<file path="src/rtl/priority_stream_mux_if.sv">
// Bundle of the N source streams plus the single registered output stream of priority_stream_mux.
// The master side drives the sources and the consumer ready; the slave side is the mux itself.
interface priority_stream_mux_if #(
  parameter int NUM_REQ    = 4,
  parameter int DATA_WIDTH = 8
);
  localparam int SRC_W = (NUM_REQ > 1) ? $clog2(NUM_REQ) : 1;

  logic [NUM_REQ-1:0][DATA_WIDTH-1:0] req_data_i;
  logic [NUM_REQ-1:0]                 req_valid_i;
  logic [NUM_REQ-1:0]                 req_ready_o;
  logic [DATA_WIDTH-1:0]              out_data_o;
  logic [SRC_W-1:0]                   out_src_o;
  logic                               out_valid_o;
  logic                               out_ready_i;

  modport master (
    output req_data_i, req_valid_i, out_ready_i,
    input  req_ready_o, out_data_o, out_src_o, out_valid_o
  );

  modport slave (
    input  req_data_i, req_valid_i, out_ready_i,
    output req_ready_o, out_data_o, out_src_o, out_valid_o
  );
endinterface

</file>
<file path="src/rtl/priority_stream_mux.sv">
// Registered N-to-1 fixed-priority stream mux with a starvation guard; index 0 wins unless someone starved.
// Latency 1 cycle source handshake to out_valid_o; a stalled output holds its word and drops every ready.
module priority_stream_mux #(
  parameter int NUM_REQ    = 4,
  parameter int DATA_WIDTH = 8,
  parameter int MAX_WAIT   = 7
) (
  input  logic                  clk_i,
  input  logic                  arst_i,
  priority_stream_mux_if.slave  bus
);
  localparam int SRC_W = (NUM_REQ > 1) ? $clog2(NUM_REQ) : 1;

  logic [NUM_REQ-1:0]    starved;
  logic [NUM_REQ-1:0]    grant;
  logic [NUM_REQ-1:0]    hs;
  logic [SRC_W-1:0]      sel_idx;
  logic                  found;
  logic                  can_accept;
  logic                  take;
  logic [DATA_WIDTH-1:0] out_data_q;
  logic [SRC_W-1:0]      out_src_q;
  logic                  out_valid_q;

  assign can_accept = ~out_valid_q | bus.out_ready_i;

  // Starved requesters are scanned first; only if none exists does plain priority apply.
  always_comb begin
    grant   = '0;
    sel_idx = '0;
    found   = 1'b0;
    for (int i = 0; i < NUM_REQ; i++) begin
      if (!found && starved[i]) begin
        grant[i] = 1'b1;
        sel_idx  = SRC_W'(i);
        found    = 1'b1;
      end
    end
    for (int i = 0; i < NUM_REQ; i++) begin
      if (!found && bus.req_valid_i[i]) begin
        grant[i] = 1'b1;
        sel_idx  = SRC_W'(i);
        found    = 1'b1;
      end
    end
  end

  // Reset gating keeps sources from seeing a handshake while the output register is held clear.
  assign bus.req_ready_o = grant & {NUM_REQ{can_accept & ~arst_i}};
  assign hs              = bus.req_valid_i & bus.req_ready_o;
  assign take            = |hs;

  always_ff @(posedge clk_i or posedge arst_i) begin
    if (arst_i) begin
      out_valid_q <= 1'b0;
      out_data_q  <= '0;
      out_src_q   <= '0;
    end else if (take) begin
      out_valid_q <= 1'b1;
      out_data_q  <= bus.req_data_i[sel_idx];
      out_src_q   <= sel_idx;
    end else if (bus.out_ready_i) begin
      out_valid_q <= 1'b0;
    end
  end

  generate
    if (MAX_WAIT != 0) begin : g_wait
      localparam int               CNT_W   = $clog2(MAX_WAIT + 1);
      localparam logic [CNT_W-1:0] CNT_MAX = CNT_W'(MAX_WAIT);

      logic [CNT_W-1:0] wait_cnt [NUM_REQ];

      // Stall cycles count as waiting, so counters keep running while the output is blocked.
      always_ff @(posedge clk_i or posedge arst_i) begin
        if (arst_i) begin
          for (int i = 0; i < NUM_REQ; i++) wait_cnt[i] <= '0;
        end else begin
          for (int i = 0; i < NUM_REQ; i++) begin
            if (!bus.req_valid_i[i] || hs[i]) wait_cnt[i] <= '0;
            else if (wait_cnt[i] != CNT_MAX) wait_cnt[i] <= wait_cnt[i] + 1'b1;
          end
        end
      end

      always_comb begin
        starved = '0;
        for (int i = 0; i < NUM_REQ; i++)
          starved[i] = bus.req_valid_i[i] && (wait_cnt[i] == CNT_MAX);
      end
    end else begin : g_no_wait
      assign starved = '0;
    end
  endgenerate

  assign bus.out_data_o  = out_data_q;
  assign bus.out_src_o   = out_src_q;
  assign bus.out_valid_o = out_valid_q;
endmodule

</file>
<file path="src/flat_wrapper.sv">
// flat-port wrapper written by rule: the top's interface ports become plain ports
module priority_stream_mux_flat 
#(
  parameter int NUM_REQ    = 4,
  parameter int DATA_WIDTH = 8,
  parameter int MAX_WAIT   = 7
)
  (clk_i, arst_i, bus_req_data_i, bus_req_valid_i, bus_out_ready_i, bus_req_ready_o, bus_out_data_o, bus_out_src_o, bus_out_valid_o);
  priority_stream_mux_if #(.NUM_REQ(NUM_REQ), .DATA_WIDTH(DATA_WIDTH)) bus_i ();
  input  logic clk_i;
  input  logic arst_i;
  input wire logic [$bits(bus_i.req_data_i)-1:0] bus_req_data_i;
  input wire logic [$bits(bus_i.req_valid_i)-1:0] bus_req_valid_i;
  input wire logic [$bits(bus_i.out_ready_i)-1:0] bus_out_ready_i;
  output wire logic [$bits(bus_i.req_ready_o)-1:0] bus_req_ready_o;
  output wire logic [$bits(bus_i.out_data_o)-1:0] bus_out_data_o;
  output wire logic [$bits(bus_i.out_src_o)-1:0] bus_out_src_o;
  output wire logic [$bits(bus_i.out_valid_o)-1:0] bus_out_valid_o;
  assign bus_i.req_data_i = bus_req_data_i;
  assign bus_i.req_valid_i = bus_req_valid_i;
  assign bus_i.out_ready_i = bus_out_ready_i;
  assign bus_req_ready_o = bus_i.req_ready_o;
  assign bus_out_data_o = bus_i.out_data_o;
  assign bus_out_src_o = bus_i.out_src_o;
  assign bus_out_valid_o = bus_i.out_valid_o;
  priority_stream_mux #(.NUM_REQ(NUM_REQ), .DATA_WIDTH(DATA_WIDTH), .MAX_WAIT(MAX_WAIT)) u_core (.clk_i(clk_i), .arst_i(arst_i), .bus(bus_i));
endmodule
</file>
<file path="config.mk">
export PLATFORM = sky130hd
export DESIGN_NAME = priority_stream_mux_flat
export DESIGN_NICKNAME = d
export VERILOG_FILES = /design/src/rtl/priority_stream_mux_if.sv /design/src/rtl/priority_stream_mux.sv /design/src/flat_wrapper.sv
export SDC_FILE = /design/constraint.sdc
export NUM_CORES = 1
export LEC_CHECK = 0
export ABC_AREA = 1
export BUFFER_PORTS_ARGS = -buffer_cell sky130_fd_sc_hd__clkbuf_2
export CAP_MARGIN = 0
export CORE_UTILIZATION = 35
export CTS_CLUSTER_SIZE = 12
export DETAILED_ROUTE_END_ITERATION = 10
export GPL_TIMING_DRIVEN = 0
export SYNTH_ARGS = -nofsm -noshare
export SYNTH_HDL_FRONTEND = slang
export SYNTH_SLANG_ARGS = --single-unit
</file>
<file path="constraint.sdc">
create_clock -name clk_i -period 2.33 [get_ports clk_i]
set_input_delay 0.233 -clock clk_i [delete_from_list [all_inputs] [get_ports clk_i]]
set_output_delay 0.233 -clock clk_i [all_outputs]
set_load 0.05 [all_outputs]
</file>
==> results.yml, run 1 <==
worst_setup_path:
  r2r-end: "u_core.bus.out_data_o[5]"
  worst-path-max-fanout: 5
  crit_required_ns: 2.10
  endpoint_kind: "output port"
  cp-start-kind: "register"
  arrival_ns: 2.00
  rr_worst_depth: 14
  reg2reg_slack_ns: 0.16
  critical_path_class: "register to output port"
  r2r_start: "u_core.g_wait.wait_cnt[9]"
power:
  irDropWorstVdd_mv: 0.398
  p_sw_uw: 555
  clkPwrFrac: 0.190
  p_int_uw: 775
  fin_total_pwr_uw: 1330
  power.density_nw_per_um2: 606
  leakage_uw: 0.00138
  p_sw_frac: 0.417
  seqPwrFrac: 0.395
  combPwrFrac: 0.414
synth:
  synth-seq-area-share: 0.342
  synth_top_area_share: 0.342
  synth_fa_ha_area_frac: 0.0595
  synthXorXnorAreaFrac: 0.0156
  ys_seq_elements: 23
  synth_ff_type: "dfrtp_1"
  yosys-top-cells-area: "dfrtp_1 34%, nand2_1 14%, nand3_1 13%, inv_1 10%, ha_1 6.0%"
  yosysMostFrequentCell: "nand2_1"
  netlist_area_um2: 1680
  postSynthCellCount: 241
  synthArstFlopShare: 1.00
  synth_compound_gate_area_share: 0.0201
  synth_warnings: 0
  synth_edf_count: 0
  synth_top_family_by_area: "simple AND/OR/NAND/NOR gates"
  synth.largest_area_cell: "dfrtp_1"
  postSynthAreaPerCell_um2: 6.98
  synth_simple_gate_area_frac: 0.423
  syn_nets: 288
  synthMuxAreaShare: 0
  synth_cell_types: 26
  netlist_top_cells_count: "64 x nand2_1, 46 x inv_1, 42 x nand3_1"
die:
  die_area_um2: 5090
  core_area_um2: 4470
  io_pins: 54
  chipWidth_um: 71.3
  rows: 24
  initial_utilization: 0.376
  dieHeight_um: 71.3
timing:
  maxSlewHeadroom: 0.634
  final_max_slew_viol_count: 0
  post-route-min-period_ns: 2.24
  timing.fmax_mhz: 447
  finalHoldViolations: 17
  min_period_over_period: 0.959
  fin_skew_ns: 0.00148
  finalSetupViolations: 0
  whs_ns: -0.00720
  worst_pin_slew_ns: 0.548
min_path:
  hold_class: "primary input to async pin"
flow_run:
  maxCapViolCount: 0
layout:
  finalNonFillerCells: 356
  fin_area_um2: 2200
  area_growth_pct: 30.7
  drive_above_1_share: 0.332
  nets: 352
  antennaDiodeCount: 0
grt:
  grt_max_degree: 25
  grtUsageTotal: 0.158
  overflow: 0
  antenna_found_initial: 0
  first_global_vias: 1482
  grt_pass1_wl_um: 6420
routing:
  drt_first_iter_violations: 79
  drc_errors: 8
  wl_per_cell_um: 11.3
  firstDrtPassIters: 7
  drt-total-wl_um: 4030
  routed_via_density: 4.60
  ant_nets: 0
  vias: 1636
cts:
  clock_sinks: 23
  htree_levels: 1
  clk_latency_ns: 0.26
  numCtsBuffers: 3
  cts.clk_slew.worst_paths_ns: 0.08
  holdBufCountCts: 0
  clk_path_buf_depth: 2
  root_buffer: "clkbuf_8"
  cts_tree: "done"
placement:
  dp_hpwl_um: 3070
  routabilityCongestion: 0.831
  io_buffers: 53
  dpl_cell_area_um2: 2020
  place_inst: 346
run_status:
  violations: "design-rule violations, negative hold slack"
  status: "finished, violations left"
==> layout make-up <==
type,instances,area [um^2]
sequential,23,576
timing repair buffer,59,338
clock buffer,4,45.0
multi-input combinational,163,935
inverter,51,200
buffer,4,38.8
fill,473,2280
tap,52,65.1
==> worst max-delay path: stages (launching register included) <==
cell and delay [ns]:
dfrtp_1 0.41, ha_1 0.21, ha_1 0.21, nand2_4 0.11
nand4_1 0.11, nor2_2 0.18, nand4_4 0.10, nand2_1 0.09
nand2_2 0.09, inv_1 0.08, buf_6 0.15
==> stage by stage <==
| step | setup slack (ns) | TNS [ns] | utilization |
|---|---|---|---|
| detailed placement | -0.0720 | -0.652 | 0.451 |
| global placement | -0.0772 | -0.752 | 0.451 |
| finish | 0.0947 | 0 | 0.491 |
| global route | -0.0112 | -0.0112 | 0.491 |
| CTS | 0.00219 | 0 | 0.471 |
| floorplan | 0.162 | 0 | - |
==> sequential cells by signal, indices dropped and copies added, names as in the netlist <==
name                    count
u_core.bus.out_data_o       8
u_core.bus.out_src_o        2
u_core.bus.out_valid_o      1
u_core.g_wait.wait_cnt     12
==> what timing repair did <==
item,in CTS,in global routing
resized for setup,10,13
setup endpoints to repair,4,14
pin swaps,0,3
buffers inserted,1,5
gates cloned,0,0
==> placed cells by master (no fill, tap or decap), types with 4 or more instances in the layout <==
cell / n
nand2_2: 10
clkbuf_8: 4
nor2_1: 16
inv_1: 45
inv_2: 4
nand2_4: 5
clkbuf_2: 49
nand3_1: 42
nand2_1: 61
buf_4: 7
ha_1: 5
dfrtp_1: 23
==> cells by family after synthesis <==
group,Yosys count
AOI/OAI and AO/OA,6
xor gates and xnor gates,3
adders and majority gates,8
buffers and inverters,55
DFF,23
and+or+nand+nor,146
==> worst max-delay path by stage <==
stage,start,end,slack [ns],cells past startpoint
global placement,arst_i,u_core.bus.out_data_o[0],-0.08,11
CTS,u_core.g_wait.wait_cnt[3],bus_req_ready_o[3],0.002,10
finish,u_core.g_wait.wait_cnt[9],bus_req_ready_o[3],0.09,10
detailed placement,arst_i,u_core.bus.out_data_o[0],-0.07,11
floorplan,u_core.g_wait.wait_cnt[6],u_core.bus.out_src_o[1],0.16,12
global route,u_core.g_wait.wait_cnt[9],bus_req_ready_o[3],-0.01,10
==> layer usage <==
layer  part of all wire  wire (um)  GRT usage
met2               0.46       1870      0.271
met1               0.47       1890      0.211
met4             0.0020          8     0.0200
met3              0.064        258     0.0323
met5                  0          0          0
==> power groups by stage <==
stage | clock network [uW] | registers [uW] | logic [uW]
5_1_grt | 276 | 536 | 609
3_3_place_gp | 0 | 532 | 519
2_1_floorplan | 0 | 696 | 221
4_1_cts | 268 | 526 | 532
6_report | 253 | 526 | 551
3_5_place_dp | 0 | 533 | 526
Note: power is estimated with default switching activity, not from simulation.
==> run 2, diff against run 1 <==
Settings changed: ABC_AREA 1 to not set.
==> run 2 against run 1 <==
Net effect:
- the flow now finishes without violations
- flip-flop and latch count unchanged
- worst setup slack got worse by 0.026 ns
- power decreased by 5.9%
- critical path depth decreased by 1
- final area decreased by 8.4%
- critical path type unchanged
- largest cell class unchanged
- highest routed layer unchanged
==> results.yml, run 2 <==
run_status:
  status: "completed"
synth:
  synthArstFlopShare: 1.00
  ys_seq_elements: 23
  synth-seq-area-share: 0.389
  synth_ff_type: "dfrtp_1"
  synth_warnings: 0
  synth_edf_count: 0
  yosysMostFrequentCell: "dfrtp_1"
  synth_top_area_share: 0.389
  netlist_area_um2: 1480
  postSynthAreaPerCell_um2: 10.5
  synth_cell_types: 40
  syn_nets: 188
  synth.largest_area_cell: "dfrtp_1"
  postSynthCellCount: 141
  netlist_top_cells_count: "23 x dfrtp_1, 13 x nor2_1, 8 x a221oi_1, 8 x ha_1, 8 x inv_1"
  yosys-top-cells-area: "dfrtp_1 39%, ha_1 6.8%, a221oi_1 4.7%, a2bb2oi_1 4.1%, o221ai_1 4.1%"
grt:
  grtUsageTotal: 0.194
  antenna_found_initial: 0
  first_global_vias: 1434
  grt_pass1_wl_um: 6440
  overflow: 0
  grt_max_degree: 24
flow_run:
  maxCapViolCount: 0
power:
  irDropWorstVdd_mv: 0.358
  p_int_uw: 761
  clkPwrFrac: 0.200
  leakage_uw: 0.000976
  combPwrFrac: 0.399
  p_sw_frac: 0.393
  power.density_nw_per_um2: 622
  p_sw_uw: 492
  seqPwrFrac: 0.401
layout:
  regMostFlops: "u_core.g_wait.wait_cnt"
  final_cell_mix: "47 x clkbuf_2, 23 x dfrtp_1, 12 x buf_4, 12 x nor2_1, 8 x a221oi_1"
  finalNonFillerCells: 255
  nets: 253
  multiInputGateArea_um2: 840
  area_growth_pct: 35.8
  register_area_um2: 576
  largest_reg_flops: 12
  fill_cells: 382
  drive_above_1_share: 0.468
  antennaDiodeCount: 0
  final_common_cell: "clkbuf_2"
cts:
  root_buffer: "clkbuf_8"
  htree_levels: 1
  cts_tree: "done"
  clk_latency_ns: 0.27
  clock_sinks: 23
  clk_path_buf_depth: 2
  numCtsBuffers: 3
  cts.clk_slew.worst_paths_ns: 0.08
worst_setup_path:
  r2r_start: "u_core.g_wait.wait_cnt[1]"
  worst-path-max-fanout: 4
  reg2reg_slack_ns: 0.17
  critical_path_class: "register to output port"
  rr_worst_depth: 10
  endpoint_kind: "output port"
  cp-start-kind: "register"
  arrival_ns: 2.03
  crit_required_ns: 2.10
  r2r-end: "u_core.bus.out_data_o[2]"
timing:
  fin_skew_ns: 0.00556
  worst_pin_slew_ns: 0.873
  finalSetupViolations: 0
  post-route-min-period_ns: 2.26
  timing.fmax_mhz: 442
  rsz0062_at_grt: "true"
  final_max_slew_viol_count: 0
  whs_ns: 0.141
  maxSlewHeadroom: 0.418
  finalHoldViolations: 0
  min_period_over_period: 0.970
routing:
  drc_errors: 0
  drt_first_iter_violations: 46
  vias: 1374
  wl_per_cell_um: 15.4
  drt-total-wl_um: 3940
  routed_via_density: 5.39
  firstDrtPassIters: 4
  ant_nets: 0
die:
  initial_utilization: 0.368
  die_area_um2: 4500
  core_area_um2: 4030
  dieHeight_um: 67.1
  io_pins: 54
  chipWidth_um: 67.1
  rows: 23
placement:
  place_inst: 242
  io_buffers: 51
  routabilityCongestion: 0.771
  dp_hpwl_um: 2880
min_path:
  hold_class: "primary input to async pin"
## run 2: area by class of cell
class	instances	area share
well taps	50	0.0311
plain buffers	9	0.0417
flip-flops and latches	23	0.286
multi-input cells	99	0.417
repair buffers	62	0.186
clock buffers	3	0.0205
inverters	8	0.0149
clock inverters	1	0.00249
## run 2: logic make-up after synthesis
group / share of synthesized area
multiplexers: 0.0507
AO/OA/AOI/OAI: 0.262
buffers and inverters: 0.0777
AND/OR/NAND/NOR: 0.136
XOR/XNOR: 0.0177
flip-flops: 0.389
adder cells (fa/ha/maj): 0.0676
## run 2: worst max-delay path by stage
stage                                          from                 endpoint  slack, ns  cells after the start
after floorplan           u_core.g_wait.wait_cnt[0]       bus_req_ready_o[1]       0.11                      8
after global placement    u_core.g_wait.wait_cnt[0]  u_core.bus.out_src_o[0]      0.001                      8
after detailed placement  u_core.g_wait.wait_cnt[0]  u_core.bus.out_src_o[0]      -0.03                      8
after CTS                 u_core.g_wait.wait_cnt[3]       bus_req_ready_o[0]      -0.01                      9
after global routing      u_core.g_wait.wait_cnt[1]       bus_req_ready_o[0]      -0.03                      9
final                     u_core.g_wait.wait_cnt[1]       bus_req_ready_o[0]       0.07                      9
## run 2: metal layers
metal / vias up / GRT usage / wire (um)
met5: - / 0 / 0
li1: 656 / - / -
met2: 45 / 0.355 / 2030
met3: 6 / 0.0274 / 174
met1: 667 / 0.222 / 1680
met4: 0 / 0.0745 / 50
## run 2: per-stage QoR
stage          setup TNS (ns)  worst slack (ns)  total power (uW)  utilization  cell area [um^2]
6_report                    0            0.0689              1250        0.499              2010
5_1_grt               -0.0317           -0.0277              1320        0.499              2010
4_1_cts               -0.0146           -0.0146              1250        0.488              1970
3_5_place_dp          -0.0510           -0.0295               977        0.447              1800
3_3_place_gp                0           0.00125               960        0.447              1800
2_1_floorplan               0             0.114               846            -              1480
## run 2: power by group through the flow
stage               combinational (uW)  clock [uW]  sequential [uW]
finish                             500         250              502
global placement                   455           0              505
floorplan                          177           0              669
detailed placement                 470           0              507
CTS                                491         259              502
global route                       535         275              510
## run 2: worst max-delay path, cell delays in order, from the launching register on
cell and delay [ns]:
dfrtp_1 0.40, ha_2 0.18, ha_2 0.17, buf_6 0.12, a22oi_2 0.25, or2_4 0.17
nand4_1 0.13, buf_6 0.17, inv_2 0.05, buf_8 0.13
## run 2: timing repair
item	in CTS	in global routing
setup endpoints to repair	5	6
gates cloned	0	0
pin swaps	4	4
hold buffers	0	0
setup buffers	8	3
gates resized for setup	16	12
